### src/rtl/cv32e40p_conv_tile_sched_if.sv
// Data-memory request/response bundle between the tile scheduler (master) and memory (slave).
// One request per cycle; reads return later through the rvalid/rdata response channel.
interface cv32e40p_conv_tile_sched_if #(
  parameter int unsigned ADDR_W = 32,
  parameter int unsigned DATA_W = 32
);
  logic              req;
  logic              we;
  logic [ADDR_W-1:0] addr;
  logic [DATA_W-1:0] wdata;
  logic              gnt;
  logic              rvalid;
  logic [DATA_W-1:0] rdata;

  modport master (
    output req, we, addr, wdata,
    input  gnt, rvalid, rdata
  );

  modport slave (
    input  req, we, addr, wdata,
    output gnt, rvalid, rdata
  );
endinterface

### src/rtl/cv32e40p_conv_tile_sched.sv
// Tile sequencer for the 2x2-output / 3x3-kernel conv engine: fetches a TILE_DIM x TILE_DIM
// input tile, loads the engine, runs it, applies optional ReLU and writes the 4 results back.
module cv32e40p_conv_tile_sched #(
  parameter int unsigned ADDR_W   = 32,
  parameter int unsigned DATA_W   = 32,
  parameter int unsigned TILE_DIM = 4
) (
  input  logic                       clk,
  input  logic                       rst,
  input  logic                       start_i,
  input  logic [ADDR_W-1:0]          in_addr_i,
  input  logic [ADDR_W-1:0]          in_stride_i,
  input  logic [ADDR_W-1:0]          out_addr_i,
  input  logic                       relu_en_i,
  output logic                       busy_o,
  output logic                       done_o,
  cv32e40p_conv_tile_sched_if.master mem,
  output logic                       tile_we_o,
  output logic [3:0]                 tile_idx_o,
  output logic [DATA_W-1:0]          tile_data_o,
  output logic                       eng_start_o,
  input  logic                       eng_done_i,
  input  logic [4*DATA_W-1:0]        eng_y_i
);

  localparam int unsigned CW = $clog2(TILE_DIM);

  typedef enum logic [2:0] {
    StIdle, StRdReq, StRdWait, StStart, StCalc, StWrReq, StDone
  } state_e;

  state_e            state_q;
  logic [3:0]        k_q;
  logic [CW-1:0]     col_q;
  logic [1:0]        j_q;
  logic [ADDR_W-1:0] row_q;
  logic [ADDR_W-1:0] stride_q;
  logic [ADDR_W-1:0] out_addr_q;
  logic [ADDR_W-1:0] addr_q;
  logic              relu_q;
  logic [DATA_W-1:0] res_q [4];
  logic              busy_q, done_q, req_q, we_q, eng_start_q;

  // Byte offsets are forced to zero at sampling, so the low address bits are never consumed.
  logic unused_lsbs;
  assign unused_lsbs = ^{in_addr_i[1:0], in_stride_i[1:0], out_addr_i[1:0]};

  function automatic logic [DATA_W-1:0] relu(input logic [DATA_W-1:0] v, input logic en);
    return (en && v[DATA_W-1]) ? '0 : v;
  endfunction

  always_ff @(posedge clk or posedge rst) begin
    if (rst) begin
      state_q     <= StIdle;
      k_q         <= '0;
      col_q       <= '0;
      j_q         <= '0;
      row_q       <= '0;
      stride_q    <= '0;
      out_addr_q  <= '0;
      addr_q      <= '0;
      relu_q      <= 1'b0;
      busy_q      <= 1'b0;
      done_q      <= 1'b0;
      req_q       <= 1'b0;
      we_q        <= 1'b0;
      eng_start_q <= 1'b0;
      for (int i = 0; i < 4; i++) res_q[i] <= '0;
    end else begin
      done_q      <= 1'b0;
      eng_start_q <= 1'b0;
      case (state_q)
        StIdle: begin
          if (start_i) begin
            row_q      <= {in_addr_i[ADDR_W-1:2], 2'b00};
            addr_q     <= {in_addr_i[ADDR_W-1:2], 2'b00};
            stride_q   <= {in_stride_i[ADDR_W-1:2], 2'b00};
            out_addr_q <= {out_addr_i[ADDR_W-1:2], 2'b00};
            relu_q     <= relu_en_i;
            k_q        <= '0;
            col_q      <= '0;
            busy_q     <= 1'b1;
            req_q      <= 1'b1;
            we_q       <= 1'b0;
            state_q    <= StRdReq;
          end
        end
        StRdReq: begin
          if (mem.gnt) begin
            req_q   <= 1'b0;
            state_q <= StRdWait;
          end
        end
        StRdWait: begin
          if (mem.rvalid) begin
            if (k_q == 4'(TILE_DIM * TILE_DIM - 1)) begin
              eng_start_q <= 1'b1;
              state_q     <= StStart;
            end else begin
              k_q   <= k_q + 4'd1;
              req_q <= 1'b1;
              // Row wrap restarts from the row base so the stride is applied exactly once.
              if (col_q == CW'(TILE_DIM - 1)) begin
                col_q  <= '0;
                row_q  <= row_q + stride_q;
                addr_q <= row_q + stride_q;
              end else begin
                col_q  <= col_q + CW'(1);
                addr_q <= addr_q + ADDR_W'(4);
              end
              state_q <= StRdReq;
            end
          end
        end
        StStart: state_q <= StCalc;
        StCalc: begin
          if (eng_done_i) begin
            for (int i = 0; i < 4; i++) res_q[i] <= relu(eng_y_i[i*DATA_W +: DATA_W], relu_q);
            j_q     <= '0;
            addr_q  <= out_addr_q;
            req_q   <= 1'b1;
            we_q    <= 1'b1;
            state_q <= StWrReq;
          end
        end
        StWrReq: begin
          if (mem.gnt) begin
            if (j_q == 2'd3) begin
              req_q   <= 1'b0;
              we_q    <= 1'b0;
              done_q  <= 1'b1;
              state_q <= StDone;
            end else begin
              j_q    <= j_q + 2'd1;
              addr_q <= addr_q + ADDR_W'(4);
            end
          end
        end
        StDone: begin
          busy_q  <= 1'b0;
          state_q <= StIdle;
        end
        default: state_q <= StIdle;
      endcase
    end
  end

  assign busy_o      = busy_q;
  assign done_o      = done_q;
  assign eng_start_o = eng_start_q;
  assign mem.req     = req_q;
  assign mem.we      = we_q;
  assign mem.addr    = addr_q;
  assign mem.wdata   = we_q ? res_q[j_q] : '0;

  // Read data is forwarded to the engine in the same cycle it returns.
  always_comb begin
    tile_we_o   = 1'b0;
    tile_idx_o  = '0;
    tile_data_o = '0;
    if (state_q == StRdWait && mem.rvalid) begin
      tile_we_o   = 1'b1;
      tile_idx_o  = k_q;
      tile_data_o = mem.rdata;
    end
  end

endmodule
### src/flat_wrapper.sv
// flat-port wrapper written by rule: the top's interface ports become plain ports
module cv32e40p_conv_tile_sched_flat 
#(
  parameter int unsigned ADDR_W   = 32,
  parameter int unsigned DATA_W   = 32,
  parameter int unsigned TILE_DIM = 4
)
  (clk, rst, start_i, in_addr_i, in_stride_i, out_addr_i, relu_en_i, busy_o, done_o, tile_we_o, tile_idx_o, tile_data_o, eng_start_o, eng_done_i, eng_y_i, mem_req, mem_we, mem_addr, mem_wdata, mem_gnt, mem_rvalid, mem_rdata);
  cv32e40p_conv_tile_sched_if #(.ADDR_W(ADDR_W), .DATA_W(DATA_W)) mem_i ();
  input  logic clk;
  input  logic rst;
  input  logic start_i;
  input  logic [ADDR_W-1:0] in_addr_i;
  input  logic [ADDR_W-1:0] in_stride_i;
  input  logic [ADDR_W-1:0] out_addr_i;
  input  logic relu_en_i;
  output logic busy_o;
  output logic done_o;
  output logic tile_we_o;
  output logic [3:0] tile_idx_o;
  output logic [DATA_W-1:0] tile_data_o;
  output logic eng_start_o;
  input  logic eng_done_i;
  input  logic [4*DATA_W-1:0] eng_y_i;
  output wire logic [$bits(mem_i.req)-1:0] mem_req;
  output wire logic [$bits(mem_i.we)-1:0] mem_we;
  output wire logic [$bits(mem_i.addr)-1:0] mem_addr;
  output wire logic [$bits(mem_i.wdata)-1:0] mem_wdata;
  input wire logic [$bits(mem_i.gnt)-1:0] mem_gnt;
  input wire logic [$bits(mem_i.rvalid)-1:0] mem_rvalid;
  input wire logic [$bits(mem_i.rdata)-1:0] mem_rdata;
  assign mem_req = mem_i.req;
  assign mem_we = mem_i.we;
  assign mem_addr = mem_i.addr;
  assign mem_wdata = mem_i.wdata;
  assign mem_i.gnt = mem_gnt;
  assign mem_i.rvalid = mem_rvalid;
  assign mem_i.rdata = mem_rdata;
  cv32e40p_conv_tile_sched #(.ADDR_W(ADDR_W), .DATA_W(DATA_W), .TILE_DIM(TILE_DIM)) u_core (.clk(clk), .rst(rst), .start_i(start_i), .in_addr_i(in_addr_i), .in_stride_i(in_stride_i), .out_addr_i(out_addr_i), .relu_en_i(relu_en_i), .busy_o(busy_o), .done_o(done_o), .mem(mem_i), .tile_we_o(tile_we_o), .tile_idx_o(tile_idx_o), .tile_data_o(tile_data_o), .eng_start_o(eng_start_o), .eng_done_i(eng_done_i), .eng_y_i(eng_y_i));
endmodule
### config.mk
export PLATFORM = sky130hd
export DESIGN_NAME = cv32e40p_conv_tile_sched_flat
export DESIGN_NICKNAME = d
export VERILOG_FILES = /design/src/rtl/cv32e40p_conv_tile_sched_if.sv /design/src/rtl/cv32e40p_conv_tile_sched.sv /design/src/flat_wrapper.sv
export SDC_FILE = /design/constraint.sdc
export NUM_CORES = 1
export LEC_CHECK = 0
export CORE_MARGIN = 8
export CORE_UTILIZATION = 58
export CTS_BUF_LIST = sky130_fd_sc_hd__clkbuf_4 sky130_fd_sc_hd__clkbuf_8 sky130_fd_sc_hd__clkbuf_16
export DETAILED_ROUTE_END_ITERATION = 8
export DONT_BUFFER_PORTS = 1
export GPL_TIMING_DRIVEN = 0
export PLACE_DENSITY = 0.76
export SKIP_CTS_REPAIR_TIMING = 1
export SLEW_MARGIN = 20
export SYNTH_ARGS = -nofsm -noshare
export SYNTH_HDL_FRONTEND = slang
export SYNTH_SLANG_ARGS = --single-unit
### constraint.sdc
create_clock -name clk -period 7.1 [get_ports clk]
set_input_delay 0.355 -clock clk [delete_from_list [all_inputs] [get_ports clk]]
set_output_delay 0.355 -clock clk [all_outputs]
set_load 0.02 [all_outputs]
==> flow_summary.toml <==
[global_routing]
grt_util_all_layers = 0.325
grt_remaining_overflow = 0
grt_pass1_vias = 12783
grt_pass1_wl_um = 76800
grt_max_degree = 36
antenna_found_initial = 3

[finish]
most-common-layout-cells = "nand2_1, dfrtp_1, dlygate4sd3_1"
final_layout_size_suffix_gt1_frac = 0.106
nFillCells = 1734
final_common_cell = "nand2_1"
synthToLayoutAreaGrowth_pct = 24.9
final_cells = 2174
nets = 2113

[synth]
synth_enable_flop_cells = 0
yosysWarnings = 0
netlist_top_cells_area = "dfrtp_1, nand2_1, o21ai_0, mux4_2, mux2_2"
syn_nets = 1875
synth_flop_cell = "dfrtp_1"
syn_area_per_cell_um2 = 9.24
synth_top_cell_by_area = "dfrtp_1"
syn_inst = 1578
synth_area_mm2 = 0.0146
yosysSeqAreaShare = 0.456
ys_async_sr_fraction = 1.00
yosys.area.top_type_share = 0.456
yosysUniqueCellTypes = 72
synth_seq_cells = 266

[setup_path]
cp_slowest_cell = "mux4_2"
worst_setup_path_end_kind = "output pin"
crit_family = "buffers and inverters"
crit_chain = "clkbuf_1 -> buf_1 -> mux4_2 -> and2_1"
worstSetupStartpointType = "register"
critPathKind = "register to output pin"
crit_required_ns = 6.74
rr_worst_depth = 7
crit_fanout = 10
worstPathArrival_ns = 2.97
rrSetupSlack_ns = 3.78
cpPeakStageDelay_ns = 0.64
cp_num_buf_inv = 2
rr_endpoint = "u_core.stride_q[4]"
r2r-start = "u_core.state_q[2]"

[clock_network]
cts_buffer_depth = 3
clkSinkCount = 266
root_buffer = "clkbuf_16"
numCtsBuffers = 30
path_clk_slew_ns = 0.06
cts_tree = "yes"
insertion_delay_ns = 0.56
htree_levels = 1

[timing]
max_freq_mhz = 300
hold_viol_final = 3
slew_headroom = 0.307
skew_ns = 0.0100
rsz0062_at_grt = "false"
drv_slew = 0
setup_viol = 0
timing.hold.ws_ns = -0.0254
fin_tns_setup_ns = 0
worstMarginPinSlew_ns = 1.03
finalCritPeriodShare = 0.469
fin_crit_ns = 3.33
layout_setup_ws_ns = 3.77

[place]
dp_cells = 1917
gp_congestion = 0.932
port_buffers = 0
dpl_worst_slack_ns = 3.96
dp_hpwl_um = 39300

[power]
p_leak_nw = 8.05
seq_power_share = 0.332
power_frac_comb = 0.485
ir_drop_v = 0.000315
p_switching_mw = 4.05
p_int_mw = 4.83
pwr-share-clk = 0.183
powerDensity_mw_per_mm2 = 487
swShare = 0.456

[hold_path]
min_from = "eng_y_i[101]"
hold_path.class = "input pin to register"
worstHoldEndpoint = "u_core.res_q[5]"
hold_depth = 2

[drt]
drt_first_pass_iters = 6
drtIter0Drc = 1737
drc = 0
vias = 14363
antenna_left = 0
wl_per_cell_um = 26.7
finalWirelength_um = 58000
viasPerCell = 6.61

[flow_run]
drv_cap = 0

[floorplan]
die_area_mm2 = 0.0305
rows = 58
fp.coreArea_mm2 = 0.0250
initial_utilization = 0.584
die_x_um = 175
die_h_um = 175
io_pins = 369

[run_status]
violations = "hold timing"
status = "complete, but fails checks"
## sequential cells by signal, indices dropped and copies added, names as in the netlist, 3 cells and up
signal / flops
u_core.state_q: 3
u_core.res_q: 128
u_core.stride_q: 30
u_core.k_q: 4
u_core.mem.addr: 31
u_core.row_q: 30
u_core.out_addr_q: 30
## worst reg2reg max path: stages (launching register included)
cell	delay, ns
dfrtp_1	0.40
buf_2	0.19
nor2_1	0.30
nand2_1	0.20
nor2_1	0.21
clkbuf_1	0.80
clkbuf_1	0.69
mux2_2	0.43
## synth_stat cells, types with 4 or more instances
master,instances
a211oi_1,8
a21o_1,18
a21oi_1,76
a221o_1,7
a221oi_1,14
a222oi_1,5
a22oi_1,6
a31oi_1,15
and2_1,73
and3_1,22
buf_2,17
clkbuf_1,84
dfrtp_1,266
ha_1,33
inv_1,21
mux2_2,61
mux4_2,32
nand2_1,345
nand2b_1,6
nand3_1,21
nand4_1,10
nor2_1,61
nor2b_1,6
nor3_1,26
nor3b_1,4
o21a_1,12
o21ai_0,176
o21ai_1,33
o22ai_1,5
o31ai_1,4
or3_1,8
xnor2_1,22
xor2_1,19
## final cells by class
class | count | area [um2] | share of cell area
multi-input cells | 1185 | 7430 | 0.408
diodes | 4 | 10.0 | 0.000549
repair buffers | 206 | 2170 | 0.119
clock inverters | 14 | 150 | 0.00824
flip-flops and latches | 266 | 6660 | 0.365
clock buffers | 42 | 890 | 0.0488
plain buffers | 105 | 419 | 0.0230
well taps | 330 | 413 | 0.0227
inverters | 22 | 86.3 | 0.00474
## routing by layer
layer	track usage	vias to the layer above	part of all wire
li1	-	6037	-
met1	0.421	6905	0.35
met2	0.499	1162	0.46
met3	0.110	257	0.13
met4	0.120	2	0.055
met5	0	-	0.00021
## metrics by stage
step | total power [mW] | area [um2] | hold slack, ns | util
6_report | 8.88 | 18200 | -0.0254 | 0.730
5_1_grt | 9.38 | 18200 | 0.000190 | 0.730
4_1_cts | 8.55 | 16200 | -0.352 | 0.650
3_5_place_dp | 6.91 | 15200 | 0.232 | 0.609
3_3_place_gp | 6.79 | 15000 | 0.457 | 0.601
2_1_floorplan | 5.69 | 14600 | 0.445 | -
## power by group through the flow
stage | Sequential [mW] | Clock (mW) | Combinational, mW
after CTS | 2.88 | 1.62 | 4.04
after detailed placement | 2.90 | 0 | 4.01
after global routing | 3.00 | 1.68 | 4.69
after floorplan | 2.66 | 0 | 3.04
after global placement | 2.88 | 0 | 3.91
final | 2.95 | 1.62 | 4.31
## logic make-up after synthesis
logic type | count (synthesis) | share of synthesized area
simple gates | 604 | 0.189
mux | 95 | 0.0979
flops | 266 | 0.456
buf+inv | 127 | 0.0344
compound gates | 411 | 0.168
xor+xnor | 41 | 0.0246
fa+ha+maj | 34 | 0.0297
## how the worst max path moves through the flow
stage | cells past startpoint | end | from | slack, ns
finish | 4 | mem_wdata[29] | u_core.j_q[0] | 3.77
global route | 4 | mem_wdata[29] | u_core.j_q[0] | 3.60
CTS | 4 | mem_wdata[29] | u_core.j_q[0] | 3.73
detailed placement | 7 | u_core.stride_q[4] | u_core.state_q[2] | 3.96
global placement | 1 | u_core.stride_q[27] | rst | 1.78
floorplan | 1 | u_core.busy_o | rst | 3.23
(Power assumes the default switching activity.)
